$ cat config.mk
export PLATFORM = sky130hd
export DESIGN_NAME = qed_dup_encoder
export DESIGN_NICKNAME = d
export VERILOG_FILES = /design/src/rtl/qed_dup_encoder.sv
export SDC_FILE = /design/constraint.sdc
export NUM_CORES = 1
export LEC_CHECK = 0
export CAP_MARGIN = 20
export CELL_PAD_IN_SITES_DETAIL_PLACEMENT = 1
export CELL_PAD_IN_SITES_GLOBAL_PLACEMENT = 1
export CORE_MARGIN = 2
export CORE_UTILIZATION = 46
export DETAILED_ROUTE_END_ITERATION = 8
export PLACE_DENSITY_LB_ADDON = 0.2
export SLEW_MARGIN = 30
export SYNTH_ARGS = -nofsm -noshare
export SYNTH_HDL_FRONTEND = slang
export SYNTH_SLANG_ARGS = --single-unit
$ cat constraint.sdc
create_clock -name CLK -period 4.6 [get_ports CLK]
set_input_delay 1.38 -clock CLK [delete_from_list [all_inputs] [get_ports CLK]]
set_output_delay 1.38 -clock CLK [all_outputs]
set_load 0.05 [all_outputs]
$ cat src/rtl/qed_dup_encoder.sv
// qed_dup_encoder: passes IFU instructions to the core and replays buffered duplicable ones as QED duplicates.
// Optional QED_AUTO_DRAIN_EN: a push that fills the FIFO starts a drain without dup_trigger.
module qed_dup_encoder #(
   parameter int          DEPTH      = 8,
   parameter logic [11:0] MEM_OFFSET = 12'h400,
   parameter int          CW         = $clog2(DEPTH + 1)
) (
   input  logic          CLK,
   input  logic          RESET,
   input  logic          qed_mode,
   input  logic          dup_trigger,
   input  logic          in_valid,
   output logic          in_ready,
   input  logic [31:0]   in_instr,
   output logic          out_valid,
   input  logic          out_ready,
   output logic [31:0]   out_instr,
   output logic          out_is_dup,
   output logic [CW-1:0] fifo_count,
   output logic          draining,
   output logic          illegal_orig
);
   localparam int AW = $clog2(DEPTH);
   localparam logic [6:0] OP_R     = 7'b0110011;
   localparam logic [6:0] OP_I     = 7'b0010011;
   localparam logic [6:0] OP_LW    = 7'b0000011;
   localparam logic [6:0] OP_SW    = 7'b0100011;
   localparam logic [6:0] OP_LUI   = 7'b0110111;
   localparam logic [6:0] OP_AUIPC = 7'b0010111;
   localparam logic [0:0] S_ORIG   = 1'b0;
   localparam logic [0:0] S_DRAIN  = 1'b1;

   logic [0:0]    r_state;
   logic [31:0]   r_mem [DEPTH];
   logic [AW-1:0] r_wr, r_rd;
   logic [CW-1:0] r_count;
   logic          r_valid, r_is_dup, r_ill;
   logic [31:0]   r_instr;
   logic [6:0]    w_op;
   logic          w_use_rd, w_use_rs1, w_use_rs2, w_dupable, w_ill;
   logic          w_out_load, w_full, w_accept, w_push, w_pop, w_go_drain;
   logic [CW-1:0] w_count_next;

   // Used register fields move into the shadow bank x16..x31; x0 stays x0.
   function automatic logic [4:0] f_sh(input logic [4:0] r);
      return (r == 5'd0) ? 5'd0 : (r | 5'b10000);
   endfunction

   function automatic logic [31:0] f_enc(input logic [31:0] x);
      logic [11:0] s;
      logic [11:0] l;
      s = {x[31:25], x[11:7]} + MEM_OFFSET;
      l = x[31:20] + MEM_OFFSET;
      case (x[6:0])
         OP_R:     f_enc = {x[31:25], f_sh(x[24:20]), f_sh(x[19:15]), x[14:12], f_sh(x[11:7]), x[6:0]};
         OP_I:     f_enc = {x[31:20], f_sh(x[19:15]), x[14:12], f_sh(x[11:7]), x[6:0]};
         OP_LW:    f_enc = {l, f_sh(x[19:15]), x[14:12], f_sh(x[11:7]), x[6:0]};
         OP_SW:    f_enc = {s[11:5], f_sh(x[24:20]), f_sh(x[19:15]), x[14:12], s[4:0], x[6:0]};
         OP_LUI,
         OP_AUIPC: f_enc = {x[31:12], f_sh(x[11:7]), x[6:0]};
         default:  f_enc = x;
      endcase
   endfunction

   assign w_op      = in_instr[6:0];
   assign w_use_rs2 = (w_op == OP_R) || (w_op == OP_SW);
   assign w_use_rs1 = w_use_rs2 || (w_op == OP_I) || (w_op == OP_LW);
   assign w_use_rd  = (w_op == OP_R) || (w_op == OP_I) || (w_op == OP_LW) || (w_op == OP_LUI) || (w_op == OP_AUIPC);
   assign w_dupable = w_use_rd || w_use_rs1;
   assign w_ill     = (w_use_rd && in_instr[11]) || (w_use_rs1 && in_instr[19]) || (w_use_rs2 && in_instr[24]);

   assign w_out_load   = !r_valid || out_ready;
   assign w_full       = r_count == CW'(DEPTH);
   assign in_ready     = (r_state == S_ORIG) && w_out_load && !(qed_mode && w_dupable && w_full);
   assign w_accept     = in_valid && in_ready;
   assign w_push       = w_accept && qed_mode && w_dupable;
   assign w_pop        = (r_state == S_DRAIN) && w_out_load;
   assign w_count_next = r_count + CW'(w_push) - CW'(w_pop);

`ifdef QED_AUTO_DRAIN_EN
   assign w_go_drain = (dup_trigger || (w_push && w_count_next == CW'(DEPTH))) && (w_count_next != '0);
`else
   assign w_go_drain = dup_trigger && (w_count_next != '0);
`endif

   always_ff @(posedge CLK or posedge RESET) begin
      if (RESET) begin
         r_state  <= S_ORIG;
         r_wr     <= '0;
         r_rd     <= '0;
         r_count  <= '0;
         r_valid  <= 1'b0;
         r_instr  <= '0;
         r_is_dup <= 1'b0;
         r_ill    <= 1'b0;
      end else begin
         if (w_push) r_wr <= r_wr + AW'(1);
         if (w_pop) r_rd <= r_rd + AW'(1);
         r_count <= w_count_next;
         r_state <= (r_state == S_ORIG) ? (w_go_drain ? S_DRAIN : S_ORIG)
                                        : ((w_pop && r_count == CW'(1)) ? S_ORIG : S_DRAIN);
         if (w_accept) begin
            r_instr  <= in_instr;
            r_is_dup <= 1'b0;
            r_valid  <= 1'b1;
         end else if (w_pop) begin
            r_instr  <= f_enc(r_mem[r_rd]);
            r_is_dup <= 1'b1;
            r_valid  <= 1'b1;
         end else if (out_ready) begin
            r_valid  <= 1'b0;
         end
         if (w_push && w_ill) r_ill <= 1'b1;
      end
   end

   always_ff @(posedge CLK) begin
      if (w_push) r_mem[r_wr] <= in_instr;
   end

   assign out_valid    = r_valid;
   assign out_instr    = r_instr;
   assign out_is_dup   = r_is_dup;
   assign fifo_count   = r_count;
   assign draining     = r_state == S_DRAIN;
   assign illegal_orig = r_ill;
endmodule

==> results.txt <==
status: complete, no violations
port bufs: 78
Clock Sinks: 302
CP Launch Type: input pin
Worst R2R Path Depth: 14
design area: 14400 sq um
Tcrit/Tclk final: 0.965
nets: 742
initial cell density of the core: 0.468
Seq/Total Area, Yosys: 0.751
LEAKAGE: 4.89 nW
CTS H-tree depth: 1
cell accounting for the most synthesized area: edfxtp_1
reg-to-reg slack, setup: 1.49 ns
Mapped Area: 11800 sq um
Syn Inst Count: 581
post-CTS setup buffers: 0
syn_nets: 628
vias in the first global route: 6906
DRT Wirelength: 27400 um
share of cells above drive strength 1: 0.229
Hold Path Stages: 2
data required time of the worst path: 3.22 ns
unrepaired setup endpoints after global routing: false
pin count of the biggest net entering global routing: 44
placed inst area: 13300 sq um
post-CTS sizing: 0
Worst slew margin: 0.530
Final setup viols: 0
clock root cell: clkbuf_16
grt met3 use: 0.0384
register bit count reported by yosys: 302
reg2reg end: draining
IO Pins: 79
vias: 6083
Post-DP HPWL: 15600 um
Min Clock Period, post-route: 4.44 ns
Avg Synthesized Cell Area: 20.3 sq um
Setup crit start: in_instr[0]
Die W: 164 um
first-pass GRT wire length: 42200 um
Final Hold Viols: 0
number of synthesized flops with an enable pin: 256
Final Skew: 0.0145 ns
Area Overhead vs Synth: 22.6%
deepest clock path buffer count: 3
commonest non-fill, non-tap cell in the layout: edfxtp_1
crit path capture type: output port
Avg Vias per Cell: 5.79
drt initial violations: 536
FFs w/ async S/R, synth: 0.152
commonest non-fill, non-tap cells in the layout: edfxtp_1 (256), clkdlybuf4s50_1 (77), mux4_2 (60)
top-area cell type share of the netlist area: 0.653
Peak Freq: 225 MHz
Antenna Nets Post-Route: 0
CTS tree: built
Slew Limit Fails: 0
maximum vdd drop: 0.000421 V
cell area power density: 621 nW/um^2
GRT Total Usage: 0.214
ys flop type: edfxtp_1
setup ws final: 0.160 ns
crit-path max FO: 4
n_diodes: 0
Most Crowded Layer GR: met2
GR Util met2: 0.354
GPL Wtd Cong: 0.724
Clk Latency, worst-skew pair: 0.56 ns
end of the critical path: in_ready
total CTS buffers: 31
DR WL/cell: 26.1 um
Post-Place Worst Slack: -0.101 ns
top post-synthesis cells by area: edfxtp_1 (65%), mux4_2 (11%), dfrtp_1 (9.8%), mux2i_1 (2.5%), a22oi_1 (1.7%)
FF-to-FF Start: fifo_count[2]
aggregate global routing overflow: 0
Cell Rows: 58
Slew @ Worst Pin: 0.704 ns
die area: 26900 sq um
Die Ht: 164 um
Max-Cap Viols: 0
DR pass1 iterations: 5
Setup CP Type: in2out
M1 GR Usage: 0.295
hold_buf cts: 0
worst hold path type: reg2reg
drt drc: 0
critical path arrival: 3.06 ns
initial antenna violation count: 0
Clock Pin Slew Worst Setup and Hold Paths: 0.06 ns
CORE AREA: 25200 sq um
Synth Warn #: 0
Synth cell types: 48
per-stage QoR:
stage / hold slack, ns / util / power [mW] / TNS [ns] / std cells
6_report: 0.510 / 0.573 / 8.97 / 0 / 1050
5_1_grt: 0.541 / 0.573 / 9.36 / 0 / 1050
4_1_cts: 0.517 / 0.572 / 9.06 / 0 / 1049
3_3_place_gp: 0.485 / 0.527 / 6.16 / 0 / 991
3_5_place_dp: 0.496 / 0.527 / 6.25 / -0.101 / 991
2_1_floorplan: 0.537 / - / 5.35 / -48.56 / 581
logic make-up after synthesis:
logic type      count (synthesis)  share of synthesized area
compound gates                 76                     0.0424
xor+xnor                        6                    0.00446
simple gates                   47                     0.0225
mux                            98                      0.153
flops                         302                      0.751
buf+inv                        43                     0.0163
fa+ha+maj                       9                     0.0102
layer usage:
metal	up-vias	part of all wire	routed length [um]
li1	2622	-	-
met1	3235	0.41	11400
met2	190	0.51	13900
met3	36	0.062	1690
met4	0	0.017	468
met5	-	0	0
how the worst min path moves through the flow:
stage	start	to
2_1_floorplan	r_wr[2]	r_wr[2]
3_5_place_dp	out_instr[7]	out_instr[7]
3_3_place_gp	out_instr[17]	out_instr[17]
4_1_cts	out_instr[20]	out_instr[20]
5_1_grt	illegal_orig	illegal_orig
6_report	out_instr[20]	out_instr[20]
critical path, stage by stage:
cell and delay (ns):
clkdlybuf4s50_1 0.54, nor4bb_1 0.34, buf_4 0.20, nand4_1 0.11
buf_4 0.17, and2_1 0.14, buf_4 0.18
synthesized netlist by cell type (2+ instances only):
cell type and instances:
edfxtp_1 256, mux4_2 60, dfrtp_1 46, mux2i_1 29, a22oi_1 26, o21ai_0 21
clkbuf_1 14, nand2_1 13, inv_1 12, o21ai_1 12, buf_2 9, ha_1 8
nor2_1 6, xnor2_1 5, buf_1 4, mux2_2 4, mux4_1 4, nor4_1 4
a21oi_1 3, a221oi_1 3, and2_1 3, and4_1 3, nand2b_1 3, a221o_1 2
and3_1 2, buf_6 2, nand4_1 2, nor3_1 2, nor3b_1 2, o31ai_1 2
or3_1 2
state kept, by name, indices dropped and copies added, names as in the netlist:
register,count
out_valid,1
out_instr,32
draining,1
r_rd,3
fifo_count,4
r_mem,256
r_wr,3
illegal_orig,1
out_is_dup,1
cell type report:
| cell class | instances | area [sq um] |
|---|---|---|
| repair buffers | 111 | 1150 |
| well taps | 330 | 413 |
| multi-input cells | 236 | 2830 |
| flip-flops and latches | 302 | 8850 |
| fillers | 2162 | 10700 |
| clock buffers | 37 | 828 |
| clock inverters | 21 | 325 |
| inverters | 13 | 48.8 |
power by group:
part	internal [mW]	switching (mW)	leakage (nW)	total, mW
combinational	1.18	1.52	1.49	2.70
sequential	3.16	0.315	2.84	3.48
clock	1.74	1.05	0.559	2.79
total	6.08	2.89	4.89	8.97
No activity file was read; power rests on OpenSTA's default activity.
